==> config.mk <==
export PLATFORM = sky130hd
export DESIGN_NAME = queue_drain_reader
export DESIGN_NICKNAME = d
export VERILOG_FILES = /design/src/rtl/queue_drain_reader.sv
export SDC_FILE = /design/constraint.sdc
export NUM_CORES = 1
export LEC_CHECK = 0
export ABC_AREA = 1
export CAP_MARGIN = 5
export CORE_UTILIZATION = 35
export DETAILED_ROUTE_END_ITERATION = 6
export GPL_TIMING_DRIVEN = 0
export MAX_ROUTING_LAYER = met4
export PLACE_DENSITY_LB_ADDON = 0.08
export SLEW_MARGIN = 20
export SYNTH_ARGS = -nofsm -noshare
export SYNTH_HDL_FRONTEND = slang
export SYNTH_SLANG_ARGS = --single-unit
export TNS_END_PERCENT = 20
==> constraint.sdc <==
create_clock -name clk -period 3.8 [get_ports clk]
set_input_delay 0.57 -clock clk [delete_from_list [all_inputs] [get_ports clk]]
set_output_delay 0.57 -clock clk [all_outputs]
set_load 0.02 [all_outputs]
==> src/rtl/queue_drain_reader.sv <==
// Consumer end of a circular queue: dequeues burst_len entries and streams them out on valid/ready.
// Optional flush port is compiled in when QDR_FLUSH_EN is defined.
module queue_drain_reader #(
    parameter int WIDTH      = 32,
    parameter int SKID_DEPTH = 2,
    parameter int BURST_MAX  = 8,
    localparam int BL_W      = $clog2(BURST_MAX + 1)
) (
    input  logic             clk,
    input  logic             rst,
    input  logic             start,
    input  logic [BL_W-1:0]  burst_len,
`ifdef QDR_FLUSH_EN
    input  logic             flush,
`endif
    output logic             busy,
    output logic             done,
    output logic [BL_W-1:0]  drained_count,
    input  logic             q_empty,
    output logic             q_deq,
    input  logic             q_ready,
    input  logic [WIDTH-1:0] q_out,
    output logic             m_valid,
    output logic [WIDTH-1:0] m_data,
    input  logic             m_ready
);
    localparam int PTR_W = (SKID_DEPTH > 1) ? $clog2(SKID_DEPTH) : 1;
    localparam int CNT_W = $clog2(SKID_DEPTH + 1);

    typedef enum logic [1:0] {IDLE, ISSUE, DRAIN, DONE} state_t;

    state_t           state;
    logic [BL_W-1:0]  len_r;
    logic [BL_W-1:0]  len_sat;
    logic [BL_W-1:0]  issued;
    logic [BL_W-1:0]  issued_nxt;
    logic [BL_W-1:0]  drained_nxt;
    logic             inflight;
    logic             push;
    logic             pop;
    logic             miss;
    logic             flush_act;
    logic [WIDTH-1:0] skid [SKID_DEPTH];
    logic [PTR_W-1:0] wr_ptr;
    logic [PTR_W-1:0] rd_ptr;
    logic [CNT_W-1:0] skid_count;
    int               occupancy;

`ifdef QDR_FLUSH_EN
    assign flush_act = flush && (state == ISSUE || state == DRAIN);
`else
    assign flush_act = 1'b0;
`endif

    assign len_sat     = (burst_len > BL_W'(BURST_MAX)) ? BL_W'(BURST_MAX) : burst_len;
    assign m_valid     = (skid_count != '0);
    assign m_data      = skid[rd_ptr];
    assign pop         = m_valid && m_ready;
    assign push        = inflight && q_ready && !flush_act;
    assign miss        = inflight && !q_ready;
    // Entries the skid buffer will hold next cycle if nothing new is requested now.
    assign occupancy   = int'(skid_count) + int'(inflight) - int'(pop);
    assign issued_nxt  = issued + BL_W'(q_deq) - BL_W'(miss);
    assign drained_nxt = drained_count + BL_W'(pop);

    always_comb begin
        q_deq = 1'b0;
        if (state == ISSUE && !flush_act && !q_empty &&
            issued < len_r && occupancy < SKID_DEPTH)
            q_deq = 1'b1;
    end

    always_ff @(posedge clk) begin
        if (rst) begin
            state         <= IDLE;
            busy          <= 1'b0;
            done          <= 1'b0;
            drained_count <= '0;
            issued        <= '0;
            inflight      <= 1'b0;
            len_r         <= '0;
        end else begin
            done     <= 1'b0;
            inflight <= q_deq;
            issued   <= issued_nxt;
            if (pop)
                drained_count <= drained_nxt;
            unique case (state)
                IDLE: begin
                    if (start) begin
                        len_r         <= len_sat;
                        issued        <= '0;
                        drained_count <= '0;
                        busy          <= 1'b1;
                        if (len_sat == '0) begin
                            state <= DONE;
                            done  <= 1'b1;
                        end else begin
                            state <= ISSUE;
                        end
                    end
                end
                ISSUE, DRAIN: begin
                    if (flush_act || drained_nxt == len_r) begin
                        state <= DONE;
                        done  <= 1'b1;
                    end else if (state == ISSUE && issued == len_r) begin
                        state <= DRAIN;
                    end else if (state == DRAIN && issued_nxt != len_r) begin
                        // An empty-miss returned a credit; go back and re-request it.
                        state <= ISSUE;
                    end
                end
                DONE: begin
                    state <= IDLE;
                    busy  <= 1'b0;
                end
                default: state <= IDLE;
            endcase
        end
    end

    always_ff @(posedge clk) begin
        if (rst) begin
            for (int i = 0; i < SKID_DEPTH; i++)
                skid[i] <= '0;
            wr_ptr     <= '0;
            rd_ptr     <= '0;
            skid_count <= '0;
        end else if (flush_act) begin
            wr_ptr     <= '0;
            rd_ptr     <= '0;
            skid_count <= '0;
        end else begin
            if (push) begin
                skid[wr_ptr] <= q_out;
                wr_ptr <= (wr_ptr == PTR_W'(SKID_DEPTH - 1)) ? '0 : wr_ptr + 1'b1;
            end
            if (pop)
                rd_ptr <= (rd_ptr == PTR_W'(SKID_DEPTH - 1)) ? '0 : rd_ptr + 1'b1;
            skid_count <= skid_count + CNT_W'(push) - CNT_W'(pop);
        end
    end
endmodule

==> impl_results.md <==
* Reg-to-Reg Start: skid_count[1]
* Synth area leaders: edfxtp_1, dfxtp_1, mux2_2
* Detail Route Antenna Nets at 0
* I/O Pins at 82
* Crit path max fanout at 6
* Startpoint Class: primary input
* CTS tree: yes
* Cell Rows at 39
* Overall routing resource usage at 15.1%
* Total negative setup slack at 0 ps
* Worst slew margin relative to its limit at 70.4%
* Hold Slack at 464 ps
* Detailed-route vias per instance at 4.52
* Initial Utilization at 36.1%
* CP endpoint: state[1]
* Core area at 0.0115 mm^2
* Main flop type after synthesis: edfxtp_1
* Required @ worst endpoint at 4030 ps
* Initial antenna violation count at 0
* Synth Instances at 403
* Crit Path Class: primary input to flop
* Die Area at 0.0123 mm^2
* CP arrival at 3850 ps
* Final worst path period need at 3620 ps
* YS warnings at 0
* Register-to-register setup slack at 300 ps
* Sequential element share of the synthesized area at 57.1%
* Status: completed
* Total gr overflow at 0
* First-pass detailed-route iteration total at 4
* Cell variety after synth at 32
* CP startpoint: m_ready
* Final instance area at 0.00552 mm^2
* Crit-path cells: clkdlybuf4s50_1 -> nand2_2 -> inv_2 -> ha_1 -> nor2_1 -> fa_1 -> nand3b_1 -> nor3_2 -> ha_2 -> fa_1 -> xnor2_1 -> nand2_1 -> nor2_1 -> nand3_1 -> nand2_1 -> nand2_2 -> a21oi_1 -> nor2_1
* Skew-Pair Late Insertion Delay at 330 ps
* Post-synthesis area per instance at 10.3 um^2
* Most numerous cell on the critical path: nor2_1
* Synth Register Bits at 86
* Power density over the cells at 553 mW/mm^2
* FFs w/ async S/R, synth at 0%
* Final setup vio count at 0
* H-Tree Level Count at 3
* Pins Over Slew Limit at 0
* Final period util at 95.3%
* Levels on crit path at 18
* Reg clk slew, reported paths at 60 ps
* Share of cells above drive strength 1 at 15.4%
* Hold Path Class: flop to flop
* Largest net degree at the start of global routing at 22
* Worst reg2reg path endpoint: state[1]
* EDFF count, synth at 64
* PortBufs at 80
* RePlAce Congestion at 0.787
* Crit-path leading delay family: adder cells
* Yosys top cell area share at 46.4%
* Total number of vias at 2931
* Worst-case clock buffer depth at 2
* Reg2reg path depth at 19
* Cts bufs inserted at 9
* CTS root buffer: clkbuf_16
* Residual DRC at 0
* Max-cap violations at 0
* Vias in the first global route at 2880
* Area leader, netlist: edfxtp_1
* Leak at 2.36 nW
* CP Capture Type: flop
* Setup Skew at 4.97 ps
* Max Clock Freq at 276 MHz
* Overall Power at 3.05 mW
* Clock Sinks at 86
* Final nets at 561
* Cell at the slowest stage of the critical path: fa_1
* Mapped Area at 0.00414 mm^2
* Final WL at 8660 um
* First-pass GRT wire length at 14000 um
* Final core occ at 48.1%
* HPWL Detailed at 6160 um
* Die Span X at 111 um
* Mapped Nets at 464
* Buffers and inverters on the worst path at 2
* Final Hold Viols at 0
* Synth-to-Final Area Change at 33.3%
* Per-cell routed wire length at 13.4 um
* Dpl cell area at 0.00518 mm^2
* Max rail drop VDD at 0.259 mV
* Measured slew at the worst slew-check pin at 442 ps
* Die Y at 111 um
* Drt initial violations at 136
* Hold Crit Start: rd_ptr
* CP max stage delay at 450 ps
* Antenna cells at 0
[layout by cell type (no fill, tap or decap), types with 2 or more instances in the layout]
master           count
nor2_1              85
clkdlybuf4s50_1     79
inv_1               66
edfxtp_1            64
nand2_1             40
mux2_2              30
dfxtp_1             22
ha_1                16
nand3_1             15
a21oi_1             10
buf_2               10
clkbuf_16            9
nand2_2              7
xnor2_1              5
a211oi_1             4
buf_4                4
o21ai_0              3
nand4_1              3
inv_2                2
clkbuf_1             2
mux2_1               2
a21oi_2              2
fa_1                 2
clkinvlp_4           2
buf_16               2
[synthesized netlist by cell type, types with 2 or more instances]
library cell   n
xnor2_1        5
nor3_1         2
nand4_1        3
buf_2         10
o21ai_0        3
fa_1           2
mux2_2        30
a21oi_1       10
nor2_1        85
mux2_1         2
inv_1         67
nand2_1       43
ha_1          17
a21oi_2        2
edfxtp_1      64
nand3_1       15
dfxtp_1       22
a211oi_1       4
nand2_2        4
[flip-flops by register name, summed over array words and instances (netlist names), named ones only]
name and cells:
skid_count 2, issued 4, rd_ptr 1, done 1, drained_count 4, busy 1
inflight 1, state 2, len_r 4, skid 64, wr_ptr 1
[cell type report]
type,instances,area (um^2)
fill,1071,5950
sequential,86,2360
multi-input combinational,237,1470
timing repair buffer,86,885
inverter,68,255
clock buffer,11,243
tap,143,179
buffer,12,65.1
clock inverter,5,57.6
[power by group]
group	total, mW	switching, mW	internal [mW]
sequential	1.14	0.0485	1.09
combinational	1.02	0.549	0.476
clock	0.886	0.358	0.528
total	3.05	0.955	2.09
[kinds of logic after synthesis]
kind of cell | Yosys count | synth area share [%]
AO/OA/AOI/OAI | 22 | 3.27
XOR/XNOR | 5 | 1.06
adder cells (fa/ha/maj) | 19 | 6.11
buffers and inverters | 80 | 7.74
flip-flops | 86 | 57.1
multiplexers | 32 | 8.71
AND/OR/NAND/NOR | 159 | 16.1
[per-layer routing]
layer / vias up / track usage [%] / wire length [um]
li1: 1506 / - / -
met1: 1349 / 18.3 / 4000
met2: 64 / 24.5 / 4200
met3: 12 / 2.79 / 311
met4: 0 / 6.67 / 142
met5: - / - / 0
[through the flow]
step,setup WS (ps),cells
floorplan,61.1,403
global placement,-318,626
detailed placement,-331,628
CTS,16.3,644
global route,-28.3,648
finish,180,648
[worst min path at each step]
stage | cells after the start | endpoint | slack (ps)
finish | 1 | rd_ptr | 460
detailed placement | 1 | flop | 450
CTS | 1 | flop | 460
global placement | 1 | rd_ptr | 440
floorplan | 1 | flop | 430
global route | 1 | rd_ptr | 490
[worst register-to-register path, cell delays in order, from the launching register on]
cell and delay (ps):
dfxtp_1 330, inv_1 70, nand2_1 100, nand2_2 150
inv_2 90, ha_1 300, nor2_1 60, fa_1 360
nand3b_1 210, nor3_2 270, ha_2 240, fa_1 450
xnor2_1 150, nand2_1 70, nor2_1 100, nand3_1 110
nand2_1 90, nand2_2 80, a21oi_1 130, nor2_1 60
[timing repair]
item | 4_1_cts | 5_1_grt
buffers inserted | 0 | 4
endpoints found under the setup margin | 1 | 2
resized for setup | 1 | 4
pin swaps | 0 | 3
hold buffers | 0 | 0
Note: power is estimated with default switching activity, not from simulation.
